===== src/rtl/ieee754_pkg.sv =====
// Shared IEEE754 single-precision definitions: field widths, FSM states and
// field-slice helpers used by the sequential subtractor and its aligner.
package ieee754_pkg;

   localparam int EXP_W = 8;
   localparam int MAN_W = 23;
   localparam int BIAS  = 127;

   // Exponent register is two bits wider than the field so it can go negative or past 255
   localparam logic signed [EXP_W+1:0] EXP_MAX = 10'sd254;

   typedef enum logic [1:0] {
      IDLE = 2'd0,
      CALC = 2'd1,
      NORM = 2'd2,
      DONE = 2'd3
   } state_t;

   function automatic logic f_sign(input logic [EXP_W+MAN_W:0] x);
      return x[EXP_W+MAN_W];
   endfunction

   function automatic logic [EXP_W-1:0] f_exp(input logic [EXP_W+MAN_W:0] x);
      return x[EXP_W+MAN_W-1:MAN_W];
   endfunction

   function automatic logic [MAN_W:0] f_man_h(input logic [EXP_W+MAN_W:0] x);
      return {1'b1, x[MAN_W-1:0]};
   endfunction

endpackage


===== src/rtl/ieee754_align.sv =====
// Combinational operand alignment: the larger exponent wins and the other
// mantissa (hidden bit included) is shifted right by the exponent difference.
module ieee754_align
   import ieee754_pkg::*;
(
   input  logic [EXP_W-1:0] i_exp_a,
   input  logic [EXP_W-1:0] i_exp_b,
   input  logic [MAN_W:0]   i_man_a,
   input  logic [MAN_W:0]   i_man_b,
   output logic [MAN_W:0]   o_man_a,
   output logic [MAN_W:0]   o_man_b,
   output logic [EXP_W-1:0] o_exp
);

   logic [EXP_W-1:0] w_diff;

   // Compare exponents and shift the smaller operand; gaps beyond the mantissa flush to zero
   always_comb begin
      w_diff  = '0;
      o_man_a = i_man_a;
      o_man_b = i_man_b;
      o_exp   = i_exp_a;
      if (i_exp_a >= i_exp_b) begin
         w_diff = i_exp_a - i_exp_b;
         o_exp  = i_exp_a;
         if (w_diff >= 8'(MAN_W + 1)) begin
            o_man_b = '0;
         end else begin
            o_man_b = i_man_b >> w_diff;
         end
      end else begin
         w_diff = i_exp_b - i_exp_a;
         o_exp  = i_exp_b;
         if (w_diff >= 8'(MAN_W + 1)) begin
            o_man_a = '0;
         end else begin
            o_man_a = i_man_a >> w_diff;
         end
      end
   end

endmodule


===== src/rtl/ieee754_subtractor_seq.sv =====
// Multi-cycle IEEE754 single subtractor d = a - b: one cycle align/subtract,
// then one normalisation step per cycle, valid/ready on both sides.
module ieee754_subtractor_seq #(
   parameter int EXP_W = 8,
   parameter int MAN_W = 23
) (
   input  logic                   clk,
   input  logic                   rst_n,
   input  logic                   i_in_valid,
   output logic                   o_in_ready,
   input  logic [EXP_W+MAN_W:0]   i_a,
   input  logic [EXP_W+MAN_W:0]   i_b,
   output logic                   o_out_valid,
   input  logic                   i_out_ready,
   output logic [EXP_W+MAN_W:0]   o_d,
   output logic                   o_overflow,
   output logic                   o_underflow
);
   import ieee754_pkg::state_t;
   import ieee754_pkg::IDLE;
   import ieee754_pkg::CALC;
   import ieee754_pkg::NORM;
   import ieee754_pkg::DONE;
   import ieee754_pkg::EXP_MAX;
   import ieee754_pkg::f_sign;
   import ieee754_pkg::f_exp;
   import ieee754_pkg::f_man_h;

   state_t                   r_state, w_state_nx;
   logic [EXP_W+MAN_W:0]     r_a, r_b, w_a_nx, w_b_nx;
   logic signed [EXP_W+1:0]  r_exp, w_exp_nx, w_exp_f;
   logic [MAN_W+1:0]         r_m, w_m_nx, w_m_f;
   logic                     r_sign, w_sign_nx, w_sign_f;
   logic [EXP_W+MAN_W:0]     r_d, w_d_nx;
   logic                     r_ovf, w_ovf_nx, r_unf, w_unf_nx;
   logic                     r_out_valid, w_out_valid_nx;
   logic                     w_fin, w_bn;
   logic [MAN_W:0]           w_man_a, w_man_b;
   logic [EXP_W-1:0]         w_exp_big;

   ieee754_align u_align (
      .i_exp_a (f_exp(r_a)),
      .i_exp_b (f_exp(r_b)),
      .i_man_a (f_man_h(r_a)),
      .i_man_b (f_man_h(r_b)),
      .o_man_a (w_man_a),
      .o_man_b (w_man_b),
      .o_exp   (w_exp_big)
   );

   assign w_bn        = ~f_sign(r_b);
   assign o_in_ready  = (r_state == IDLE);
   assign o_out_valid = r_out_valid;
   assign o_d         = r_d;
   assign o_overflow  = r_ovf;
   assign o_underflow = r_unf;

   // Next-state and datapath decode for the accept / align / normalise / hold sequence
   always_comb begin
      w_state_nx     = r_state;
      w_a_nx         = r_a;
      w_b_nx         = r_b;
      w_exp_nx       = r_exp;
      w_m_nx         = r_m;
      w_sign_nx      = r_sign;
      w_d_nx         = r_d;
      w_ovf_nx       = r_ovf;
      w_unf_nx       = r_unf;
      w_out_valid_nx = r_out_valid;
      w_fin          = 1'b0;
      w_exp_f        = r_exp;
      w_m_f          = r_m;
      w_sign_f       = r_sign;
      case (r_state)
         IDLE: begin
            if (i_in_valid) begin
               w_a_nx     = i_a;
               w_b_nx     = i_b;
               w_state_nx = CALC;
            end else begin
               w_state_nx = IDLE;
            end
         end
         CALC: begin
            w_exp_nx   = $signed({2'b00, w_exp_big});
            w_state_nx = NORM;
            if (f_sign(r_a) == w_bn) begin
               w_m_nx    = {1'b0, w_man_a} + {1'b0, w_man_b};
               w_sign_nx = f_sign(r_a);
            end else if (w_man_a >= w_man_b) begin
               w_m_nx    = {1'b0, w_man_a - w_man_b};
               w_sign_nx = f_sign(r_a);
            end else begin
               w_m_nx    = {1'b0, w_man_b - w_man_a};
               w_sign_nx = w_bn;
            end
         end
         NORM: begin
            if (r_m[MAN_W+1]) begin
               w_fin   = 1'b1;
               w_exp_f = r_exp + 10'sd1;
               w_m_f   = r_m >> 1;
            end else if (r_m[MAN_W]) begin
               w_fin = 1'b1;
            end else if (r_m == '0) begin
               w_fin    = 1'b1;
               w_exp_f  = 10'sd0;
               w_sign_f = 1'b0;
            end else begin
               w_m_nx   = r_m << 1;
               w_exp_nx = r_exp - 10'sd1;
            end
            if (w_fin) begin
               w_exp_nx       = w_exp_f;
               w_m_nx         = w_m_f;
               w_sign_nx      = w_sign_f;
               w_out_valid_nx = 1'b1;
               w_state_nx     = DONE;
               // Out-of-range exponents saturate the field but keep the mantissa bits
               if (w_exp_f > EXP_MAX) begin
                  w_ovf_nx = 1'b1;
                  w_unf_nx = 1'b0;
                  w_d_nx   = {w_sign_f, 8'hFF, w_m_f[MAN_W-1:0]};
               end else if (w_exp_f < 10'sd0) begin
                  w_ovf_nx = 1'b0;
                  w_unf_nx = 1'b1;
                  w_d_nx   = {w_sign_f, 8'h00, w_m_f[MAN_W-1:0]};
               end else begin
                  w_ovf_nx = 1'b0;
                  w_unf_nx = 1'b0;
                  w_d_nx   = {w_sign_f, w_exp_f[EXP_W-1:0], w_m_f[MAN_W-1:0]};
               end
            end else begin
               w_state_nx = NORM;
            end
         end
         DONE: begin
            if (i_out_ready) begin
               w_out_valid_nx = 1'b0;
               w_state_nx     = IDLE;
            end else begin
               w_state_nx = DONE;
            end
         end
         default: begin
            w_state_nx     = IDLE;
            w_out_valid_nx = 1'b0;
         end
      endcase
   end

   // State and datapath registers; reset aborts any operation in flight
   always_ff @(posedge clk or negedge rst_n) begin
      if (!rst_n) begin
         r_state     <= IDLE;
         r_a         <= '0;
         r_b         <= '0;
         r_exp       <= '0;
         r_m         <= '0;
         r_sign      <= 1'b0;
         r_d         <= '0;
         r_ovf       <= 1'b0;
         r_unf       <= 1'b0;
         r_out_valid <= 1'b0;
      end else begin
         r_state     <= w_state_nx;
         r_a         <= w_a_nx;
         r_b         <= w_b_nx;
         r_exp       <= w_exp_nx;
         r_m         <= w_m_nx;
         r_sign      <= w_sign_nx;
         r_d         <= w_d_nx;
         r_ovf       <= w_ovf_nx;
         r_unf       <= w_unf_nx;
         r_out_valid <= w_out_valid_nx;
      end
   end

endmodule


===== config.mk =====
export PLATFORM = sky130hd
export DESIGN_NAME = ieee754_subtractor_seq
export DESIGN_NICKNAME = d
export VERILOG_FILES = /design/src/rtl/ieee754_pkg.sv /design/src/rtl/ieee754_align.sv /design/src/rtl/ieee754_subtractor_seq.sv
export SDC_FILE = /design/constraint.sdc
export NUM_CORES = 1
export LEC_CHECK = 0
export ABC_CLOCK_PERIOD_IN_PS = 9250
export BUFFER_PORTS_ARGS = -buffer_cell sky130_fd_sc_hd__buf_2
export CORE_MARGIN = 10
export CORE_UTILIZATION = 36
export CTS_BUF_LIST = sky130_fd_sc_hd__clkbuf_8 sky130_fd_sc_hd__clkbuf_16
export DETAILED_ROUTE_END_ITERATION = 12
export GPL_ROUTABILITY_DRIVEN = 0
export PLACE_DENSITY = 0.52
export SLEW_MARGIN = 20
export SYNTH_ARGS = -nofsm -noshare
export SYNTH_HDL_FRONTEND = slang
export SYNTH_SLANG_ARGS = --single-unit

===== constraint.sdc =====
create_clock -name clk -period 9.25 [get_ports clk]
set_clock_uncertainty 0.15 [all_clocks]
set_input_delay 0.925 -clock clk [delete_from_list [all_inputs] [get_ports clk]]
set_output_delay 0.925 -clock clk [all_outputs]
set_load 0.1 [all_outputs]

# [Yosys cells after proc, flatten, opt, wreduce, memory -nomap -nowiden]
# Index checks and enable logic that the tools add are counted.
# W data, S select, Z words.
[totals] register_bits=137 output_inout_bits=36
[op_classes] bitwise_logic=1 n_reduce_logical=10 n_addsub=7 shifts=2 magnitude_cmp=6 eq_ne=10 mux=45
[op_table] operator="$mux W24" count=8
[op_table] operator="$mux W10" count=8
[op_table] operator="$mux W25" count=3
[op_table] operator="$mux W31" count=2
[op_table] operator="$pmux W25 S2" count=1
[op_table] operator="$shr A24 B8 Y24" count=2
[op_table] operator="$sub A24 B24 Y24" count=2
[op_table] operator="$add A24 B24 Y25" count=1
[op_table] operator="$logic_not A25 Y1" count=1
[op_table] operator="$ge A24 B24 Y1" count=1
[op_table] operator="$pmux W10 S2" count=1
[op_table] operator="$mux W1" count=17
[op_table] operator="$ge A8 B5 Y1 const B" count=2
[op_table] operator="$sub A8 B8 Y8" count=2
[op_table] operator="$ne A3 B3 Y1 const B" count=4
[op_table] operator="$add A10 B2 Y10 const B" count=1
[op_table] operator="$gt A10 B9 Y1 const B" count=1
[op_table] operator="$lt A10 B1 Y1 const B" count=1
[op_table] operator="$sub A10 B2 Y10 const B" count=1
[op_table] operator="$ge A8 B8 Y1" count=1
[op_table] operator="$mux W8" count=1
[op_table] operator="$pmux W2 S4" count=1
[op_table] operator="$reduce_and A2 Y1" count=3
[op_table] operator="$reduce_and A3 Y1" count=2
[op_table] operator="10 further kinds" count=14

# [Depth between registers and ports, before layout]
# Gate-level depths: netlist of run 1.
[depth] word_depth=8 depth_mapped=27

# [Hierarchy]
# A second synthesis of run 1 with hierarchy kept.
[hier_totals] hier_cells=1664 hier_area_um2=13897.1
[modules_own_cells] module="ieee754_subtractor_seq" instances=1 area_each_um2=10286.1 seq_area_each_um2=3428.3 cells_each=1185
[modules_own_cells] module="ieee754_align" instances=1 area_each_um2=3611.0 seq_area_each_um2=0.0 cells_each=479

# [Worst setup path after synthesis of run 1]
# OpenSTA, ideal clock, no wires.
[synth_timing] path_type="register -> register" from="register r_a[23]" to="register r_m[6]" slack_ns=3.239 arrival_time_ns=5.722 stages_incl_launch_ff=25 path_buffers=2 synth_period_minus_slack_ns=6.011 cell_sequence="dfrtp_1 -> inv_1 -> ha_1 -> fa_1 -> nor2b_1 -> o21ai_0 -> a21boi_0 -> o21ai_0 -> or4_1 -> o221ai_1 -> nand4_1 -> nor2_1 -> a22o_1 -> ha_1 -> buf_6 -> or4b_4 -> or4_4 -> a21oi_2 -> or4_1 -> buf_6 -> nor2_4 -> mux2i_1 -> o21ai_1 -> nor4b_1 -> or4_1"
[synth_via] elab_chain_cells=8 elab_cells_between_ends=18 classes_between="add/sub (5); order compare (4); shift (2); mux (7)"
[synth_lines] element="start: declaration" line_no="ieee754_subtractor_seq.sv:30" text="logic [EXP_W+MAN_W:0] r_a, r_b, w_a_nx, w_b_nx;"
[synth_lines] element="start signal: assignment" line_no="ieee754_subtractor_seq.sv:167" text="r_a <= w_a_nx;"
[synth_lines] element="$sub A8 B8 Y8, on equally long branches" line_no="ieee754_align.sv:24, ieee754_align.sv:32"
[synth_lines] element="$shr A24 B8 Y24 (tied with other cells)" line_no="ieee754_align.sv:29" text="o_man_b = i_man_b >> w_diff;"
[synth_lines] element="$mux W24, on equally long branches" line_no="ieee754_align.sv:26, ieee754_align.sv:34"
[synth_lines] element="$mux W24" line_no="ieee754_align.sv:23" text="if (i_exp_a >= i_exp_b) begin"
[synth_lines] element="$sub A24 B24 Y24 (tied with other cells)" line_no="ieee754_subtractor_seq.sv:94" text="w_m_nx = {1'b0, w_man_b - w_man_a};"
[synth_lines] element="$mux W24" line_no="ieee754_subtractor_seq.sv:90" text="end else if (w_man_a >= w_man_b) begin"
[synth_lines] element="$mux W25 (*)" line_no="ieee754_subtractor_seq.sv:87" text="if (f_sign(r_a) == w_bn) begin"
[synth_lines] element="$pmux W25 S2 (*)" line_no="ieee754_subtractor_seq.sv:74" text="case (r_state)"
[synth_lines] element="end signal: assignment" line_no="ieee754_subtractor_seq.sv:170" text="r_m <= w_m_nx;"
[synth_lines] element="end: declaration" line_no="ieee754_subtractor_seq.sv:32" text="logic [MAN_W+1:0] r_m, w_m_nx, w_m_f;"
# Every way passes the cells marked *; elsewhere a longest branch is shown, timed or not.
# A chain may end at the register's enable or synchronous reset.

# [Worst setup path after layout of run 1]
[layout_timing] from="register r_a[25]" to="register r_m[17]"
# The elaborated chain is that of the path after synthesis.

==> results of run 1 <==
cell type report:
cell class | count | share of cell area
Tap cell | 518 | 0.0416
Multi-Input combinational cell | 1406 | 0.640
Clock buffer | 18 | 0.0282
Timing Repair Buffer | 124 | 0.0436
Inverter | 60 | 0.0144
Sequential cell | 137 | 0.220
Clock inverter | 14 | 0.0127
cell families after synthesis:
logic type	share of synthesized area
buffers and inverters	0.0519
AO/OA/AOI/OAI	0.282
XOR/XNOR	0.0181
AND/OR/NAND/NOR	0.180
multiplexers	0.136
adder cells (fa/ha/maj)	0.0890
flip-flops	0.244
critical path, stage by stage (launching register included):
cell and delay, ps:
dfrtp_1 360, inv_1 60, ha_1 450, nor2b_1 200
o21ai_0 220, a21boi_0 210, o21a_1 230, or3_1 310
o221ai_1 830, nand3_1 430, nor2_1 820, a22oi_1 220
ha_1 510, nand2b_1 170, o21bai_1 130, a2111oi_0 180
nor4_2 950, nand2_2 410, o41ai_1 460, o22ai_1 140
mux2i_1 150, a211o_1 270
stage by stage:
step | hold WS (ps) | util | cell area [um^2] | cells | setup slack, ps
global route | 351 | 0.403 | 15600 | 2277 | 783
CTS | 328 | 0.403 | 15600 | 2277 | 1500
finish | 320 | 0.403 | 15600 | 2277 | 1270
global placement | 307 | 0.387 | 14900 | 2245 | 1670
detailed placement | 311 | 0.387 | 14900 | 2245 | 1530
floorplan | 329 | - | 14100 | 1727 | 3240
worst max path at each step:
stage	start	end	slack [ps]	cells past startpoint
after floorplan	r_a[23]	r_m[6]	3240	24
after global placement	r_a[25]	r_m[6]	1670	21
after detailed placement	r_a[25]	r_m[6]	1530	21
after CTS	r_a[25]	r_m[6]	1500	21
after global routing	r_a[25]	r_m[15]	780	21
final	r_a[25]	r_m[17]	1270	21
metal layers:
layer	wire length [um]	up-vias	part of all wire
li1	-	6492	-
met1	22200	6579	0.46
met2	20500	553	0.43
met3	3500	81	0.073
met4	1700	0	0.035
met5	0	-	0
placed cells by master (no fill, tap or decap), types with 33 or more instances in the layout:
cell | synthesis | layout
mux2_2 | 73 | 73
o21ai_0 | 146 | 146
mux2i_1 | 57 | 57
ha_1 | 92 | 90
nor2_1 | 145 | 145
buf_2 | 10 | 102
a21oi_1 | 132 | 131
nor3_1 | 40 | 40
nand2_1 | 169 | 168
nand3_1 | 35 | 35
inv_1 | 59 | 61
a22o_1 | 33 | 33
dfrtp_1 | 137 | 137
flip-flops by register name, summed over array words and instances, names as in the netlist:
register and flops:
o_d 32, r_a 32, r_b 32, r_m 25, r_exp 10, r_state 2, o_out_valid 1, o_overflow 1
o_underflow 1, r_sign 1
==> impl_results.md, run 1 <==
- Run status: complete, no violations
- DP HPWL: 37.5 mm
- Number of DRC markers in iteration 0: 1278
- Clock-pin slew on the worst setup and hold paths: 70 ps
- Min-Delay Endpoint: o_d[29]
- Die area: 47400 um^2
- Worst r2r path cells: 21
- # rows: 72
- Fin crit share: 0.863
- Synth cell count leaders: 169 x nand2_1, 146 x o21ai_0, 145 x nor2_1
- Initial Util: 0.364
- RR Startpoint: r_a[25]
- Global routing's busiest layer: met2
- Cell Area, Synth: 14100 um^2
- First-pass GRT wire length: 75.2 mm
- Clock buffer depth: 2
- RSZ-0062 raised after global routing: no
- Pin count of the biggest net entering global routing: 76
- CP Capture Type: flop
- CTS tree: done
- Die Span Y: 218 um
- Initial antenna violation count: 0
- Register area share after synthesis: 0.244
- Vias: 13700
- Syn avg cell area: 8.14 um^2
- GRT Overall Usage: 0.199
- Met3 Use GR: 0.0377
- N_diodes: 0
- Fin. Hold Viols: 0
- Met2 track utilization from global routing: 0.293
- CP Data Required Time: 9430 ps
- Buffers inserted by post-CTS timing repair: 0
- Count leader, synth: nand2_1
- Clk root buf: clkbuf_16
- Vias per cell: 6.02
- TritonCTS Buffers: 17
- Critical Path Fanout Max: 15
- Crit path kind: reg2reg
- Wire length per cell: 21.1 um
- M1 GR Usage: 0.278
- R2R Setup Slk: 1270 ps
- Share of layout cells above drive strength 1: 0.167
- Post-route minimum period: 7980 ps
- Hold Path Origin: o_d[29]
- EDFF count, synth: 0
- Vias in the first global route: 12800
- Yosys reg bits: 137
- FMAX: 125 MHz
- H-Tree Depth: 4
- DRT Pass-1 Iters: 5
- Layout area overhead: 10.8%
- Filler Cells Inserted: 3948
- Final Max Tran Viols: 0
- Antenna Nets Post-Route: 0
- FF-to-FF End: r_m[17]
- Total of warnings raised by yosys: 0
- Skew-Pair Late Insertion Delay: 450 ps
- Endpoints failing setup: 0
- Grt total ovfl: 0
- Cells after Synth: 1727
- Final nets: 1911
- Top FF cell, synth: dfrtp_1
- Core Area: 38600 um^2
- PostCTS Resize Cnt: 0
- Yosys top cell by area: dfrtp_1
- Sequential Area: 3430 um^2
- Die Wd: 218 um
- CTS Hold Buffers Added: 0
- Port Buffers: 103
- Worst Tran Pin Value: 1140 ps
- Area of the multi-input gates: 9970 um^2
- Number of cells on the worst hold path: 2
- Post-synth ARST share: 1.00
- Dominant cells by area after synthesis: dfrtp_1 24%, ha_1 8.2%, mux2_2 5.8%, o21ai_0 5.2%, a21oi_1 4.7%
- Detailed Route WL: 48.0 mm
- Worst hold path class: reg2reg
- Syn Nets: 1892
- Final setup TNS: 0 ps
- DRC errors left: 0
- Yosys cell types: 83
- Area share of the largest cell type after synthesis: 0.244
- Max Cap Viol: 0
- Slew headroom: 0.220
- Number of top-level pins: 104
- CP arrival: 8160 ps
- CTS Sinks: 137
- Crit path launch type: flop
Power of run 1 is not shown: default switching activity piles up to over one toggle a cycle in this logic, so the estimate is an artifact.
==> inputs of run 2 (changes only) <==
- CTS_BUF_LIST: sky130_fd_sc_hd__clkbuf_8 sky130_fd_sc_hd__clkbuf_16 -> sky130_fd_sc_hd__clkbuf_4 sky130_fd_sc_hd__clkbuf_8
==> run 2 against run 1 <==
  * Sequential share of layout area is 0.26 points higher
  * Global-route usage hardly changed
  * Setup slack better by 46 ps
  * Non-clock buffer count stayed put
  * Sequential cell count stayed put
  * Critical path depth stayed put
  * Hold slack worse by 30 ps
  * Via count is 0.74% lower
  * Cell area is 1.2% lower
  * Final cell count stayed put
  * Die area stayed put
  * First-iteration DRC count is 0.78% lower
==> impl_results.md, run 2 (synthesized netlist as in run 1, its figures left out) <==
- Post-route minimum period: 7930 ps
- Vias per cell: 5.97
- Clock-pin slew on the worst setup and hold paths: 90 ps
- Crit path kind: reg2reg
- CTS Hold Buffers Added: 0
- Antenna Nets Post-Route: 0
- Most frequent cells in the layout: 168 x nand2_1, 146 x o21ai_0, 145 x nor2_1
- Vias: 13600
- DRC errors left: 0
- CTS tree: done
- FMAX: 126 MHz
- Commonest non-fill, non-tap cell in the layout: nand2_1
- Vias in the first global route: 12800
- Layout area overhead: 9.50%
- Core Area: 38600 um^2
- Design area: 15400 um^2
- CP Data Required Time: 9490 ps
- PostCTS Resize Cnt: 0
- Dpl cells: 2245
- Endpoints failing setup: 0
- Fin crit share: 0.858
- Die area: 47400 um^2
- Slew headroom: 0.196
- Final nets: 1911
- Detailed Route WL: 47.8 mm
- Area of the multi-input gates: 9970 um^2
- Grt total ovfl: 0
- Initial antenna violation count: 0
- Worst Tran Pin Value: 1180 ps
- Wire length per cell: 21.0 um
- # rows: 72
- Non-filler instance count after layout: 2277
- Filler Cells Inserted: 3981
- CP Capture Type: flop
- First-pass GRT wire length: 75.1 mm
- Sequential Area: 3430 um^2
- DRT Pass-1 Iters: 8
- Port Buffers: 103
- Post-DP Area: 14900 um^2
- Final setup TNS: 0 ps
- Worst hold path class: in2async
- Crit path launch type: flop
- Die Span Y: 218 um
- H-Tree Depth: 4
- Pin count of the biggest net entering global routing: 76
- Max Cap Viol: 0
- Clk root buf: clkbuf_8
- Fin. Hold Viols: 0
- Number of top-level pins: 104
- Share of layout cells above drive strength 1: 0.168
- N_diodes: 0
- RSZ-0062 raised after global routing: no
- CP arrival: 8180 ps
- GRT Overall Usage: 0.199
- Number of DRC markers in iteration 0: 1268
- Initial Util: 0.364
- Clock buffer depth: 2
- TritonCTS Buffers: 17
- Final Max Tran Viols: 0
- Critical Path Fanout Max: 15
- CTS Sinks: 137
- Buffers inserted by post-CTS timing repair: 0
- Die Wd: 218 um
- Run status: complete, no violations
- DP HPWL: 37.5 mm
- Skew-Pair Late Insertion Delay: 500 ps
==> run 2: changes by cell type in the layout (fill, tap and decap cells not counted), sizes merged <==
cell    delta
inv        -2
clkbuf     +2
==> run 2: final timing paths <==
check / from / to / slack, ps / depth (start not counted)
min in group clk: o_d[29] / o_d[29] / 330 / 2
max: r_a[25] / r_m[17] / 1320 / 21
min: rst_n / o_d[27] / 290 / 1
min reg2reg: o_d[29] / o_d[29] / 330 / 2
max reg2reg: r_a[25] / r_m[17] / 1320 / 21
max in group asynchronous: rst_n / r_a[9] / 7370 / 2
==> run 2: metal layers <==
metal / GRT usage / routed length (um) / share of wire
met3: 0.0359 / 3290 / 0.069
met5: 0 / 0 / 0
met1: 0.279 / 22400 / 0.47
met2: 0.298 / 20800 / 0.44
met4: 0.0734 / 1360 / 0.029
==> run 2: cell type report <==
type | count | share of cell area
repair buffers | 124 | 0.0441
clock inverters | 12 | 0.0123
well taps | 518 | 0.0421
inverters | 60 | 0.0146
multi-input cells | 1406 | 0.647
flip-flops and latches | 137 | 0.223
clock buffers | 20 | 0.0171
==> run 2: stage by stage <==
step / setup slack (ps) / hold slack [ps] / util
2_1_floorplan: 3240 / 329 / -
3_3_place_gp: 1670 / 307 / 0.387
3_5_place_dp: 1530 / 311 / 0.387
4_1_cts: 1500 / 304 / 0.399
5_1_grt: 776 / 336 / 0.399
6_report: 1320 / 290 / 0.399
==> run 2: worst max-delay path: stages (launching register included) <==
cell and delay [ps]:
dfrtp_1 370, inv_1 60, ha_1 450, nor2b_1 200
o21ai_0 220, a21boi_0 210, o21a_1 230, or3_1 310
o221ai_1 830, nand3_1 420, nor2_1 810, a22oi_1 220
ha_1 510, nand2b_1 170, o21bai_1 140, a2111oi_0 180
nor4_2 910, nand2_2 400, o41ai_1 470, o22ai_1 140
mux2i_1 150, a211o_1 270
Power of run 2 is left out for the same reason.
==> inputs of run 3 (changes only) <==
- ABC_CLOCK_PERIOD_IN_PS: 9250 -> 6800
- CTS_CLUSTER_DIAMETER: default -> 80
- PLACE_DENSITY: 0.52 -> 0.54
- clock period: 9.25 -> 6.8 ns (I/O delays scaled with it)
==> run 3 against run 2 <==
  * Routed wire length up 0.24%
  * Cell area up 2.3%
  * Sequential cell count unchanged
  * Count of clock-buffer cells in the layout unchanged
  * Final cell count up 2.1%
  * Non-clock buffer count up 48
  * Hold slack worse by 260 ps
  * Utilization up 0.92 points
  * Global-route usage up 0.074 points
  * Register-to-register slack worse by 990 ps
  * Sequential share of layout area down 0.50 points
  * Critical path type unchanged
  * Critical endpoint is now r_m[19]
==> impl_results.md, run 3 (synthesized netlist as in run 1, its figures left out) <==
- First-pass GRT wire length: 75.8 mm
- RSZ-0062 raised after global routing: yes
- Endpoints failing setup: 0
- Commonest non-fill, non-tap cell in the layout: nand2_1
- Fin. Hold Viols: 0
- GRT Overall Usage: 0.200
- Vias in the first global route: 13200
- CTS Sinks: 137
- Grt total ovfl: 0
- CP Data Required Time: 7040 ps
- Most frequent cells in the layout: 168 x nand2_1, 145 x o21ai_0, 144 x nor2_1
- N_diodes: 0
- Worst hold path class: in2async
- Die Wd: 218 um
- Pin count of the biggest net entering global routing: 74
- Initial Util: 0.364
- Clock-pin slew on the worst setup and hold paths: 90 ps
- Skew-Pair Late Insertion Delay: 500 ps
- CP max stage delay: 460 ps
- Final nets: 1959
- Max Cap Viol: 0
- Die area: 47400 um^2
- Antenna Nets Post-Route: 0
- Filler Cells Inserted: 3988
- Layout area overhead: 12.0%
- DP HPWL: 38.2 mm
- Initial antenna violation count: 0
- CP Capture Type: flop
- H-Tree Depth: 4
- DRT Pass-1 Iters: 6
- Die Span Y: 218 um
- Detailed Route WL: 48.0 mm
- Crit path launch type: flop
- Vias: 13900
- Run status: complete, no violations
- Port Buffers: 103
- FMAX: 154 MHz
- Number of top-level pins: 104
- Core Area: 38600 um^2
- Non-filler instance count after layout: 2325
- Clock buffer depth: 2
- Share of layout cells above drive strength 1: 0.195
- Clk root buf: clkbuf_8
- Dpl cells: 2293
- Sequential Area: 3430 um^2
- Crit path kind: reg2reg
- CTS tree: done
- DRC errors left: 0
- Wire length per cell: 20.6 um
- Critical path's slowest cell: or4_1
- Final Max Tran Viols: 0
- Fin crit share: 0.953
- Buffers inserted by post-CTS timing repair: 0
- Area of the multi-input gates: 10000 um^2
- Worst path bufs/invs: 4
- Number of DRC markers in iteration 0: 1328
- Worst Tran Pin Value: 843 ps
- CP Cell Sequence: inv_1 > ha_1 > nor2b_1 > o21ai_0 > nand2b_1 > a221o_1 > or4_1 > o221ai_1 > nand4_1 > buf_4 > a211oi_1 > a211o_1 > ha_1 > buf_4 > nor2b_1 > o31ai_1 > a31oi_1 > o21bai_1 > nand2_2 > buf_4 > a211o_1 > a2bb2oi_1 > mux2i_1 > a211o_1
- Vias per cell: 5.96
- Post-route minimum period: 6480 ps
- # rows: 72
- Slew headroom: 0.438
- CP arrival: 6720 ps
- Critical Path Fanout Max: 9
- Top delay family on crit path: compound AO/OA/AOI/OAI gates
- TritonCTS Buffers: 17
run 3: cell types whose count changed in the layout (fill, tap and decap cells not counted), sizes merged:
cell / change
bufinv: -2
inv: +2
buf: +48
run 3: what timing repair did:
item	4_1_cts	5_1_grt
hold buffers	0	0
setup endpoints to repair	0	22
resized for setup	0	17
run 3: worst register-to-register path, delay by kind of cell (launching register included):
kind                       cells  cell delay, ps
AOI/OAI and AO/OA             11            2930
adders and majority gates      2             650
buffers and inverters          4             760
DFF                            1             420
muxes                          1             140
and+or+nand+nor                6            1340
run 3: final timing paths:
kind	from	to	slack [ps]	cells past startpoint
max in group asynchronous	rst_n	r_a[9]	5140	2
hold / removal	rst_n	r_exp[3]	30	1
setup reg to reg	r_a[24]	r_m[19]	320	24
min in group clk	i_b[31]	r_b[31]	250	2
hold reg to reg	o_d[7]	o_d[7]	330	2
setup / recovery	r_a[24]	r_m[19]	320	24
run 3: through the flow:
step / setup slack [ps] / instance area [um^2] / TNS, ps / hold slack, ps / utilization
2_1_floorplan: 789 / 14100 / 0 / 234 / -
3_3_place_gp: 345 / 15300 / 0 / 305 / 0.396
3_5_place_dp: 205 / 15300 / 0 / 312 / 0.396
4_1_cts: 172 / 15700 / 0 / 38.5 / 0.407
5_1_grt: -46.1 / 15800 / -76.3 / 60.1 / 0.408
6_report: 321 / 15800 / 0 / 34.4 / 0.408
run 3: area by class of cell:
type | instances | share of cell area
clock buffer | 20 | 0.0167
clock inverter | 12 | 0.00873
inverter | 60 | 0.0143
multi-input combinational | 1406 | 0.636
sequential | 137 | 0.218
tap | 518 | 0.0411
timing repair buffer | 172 | 0.0660
run 3: per-layer routing:
| metal | track usage | wire length (um) | vias to the layer above |
|---|---|---|---|
| met5 | 0 | 0 | - |
| met4 | 0.0690 | 1280 | 0 |
| met3 | 0.0419 | 3580 | 76 |
| met2 | 0.302 | 21000 | 553 |
| met1 | 0.276 | 22100 | 6642 |
| li1 | - | - | 6582 |
Power of run 3 is left out for the same reason.
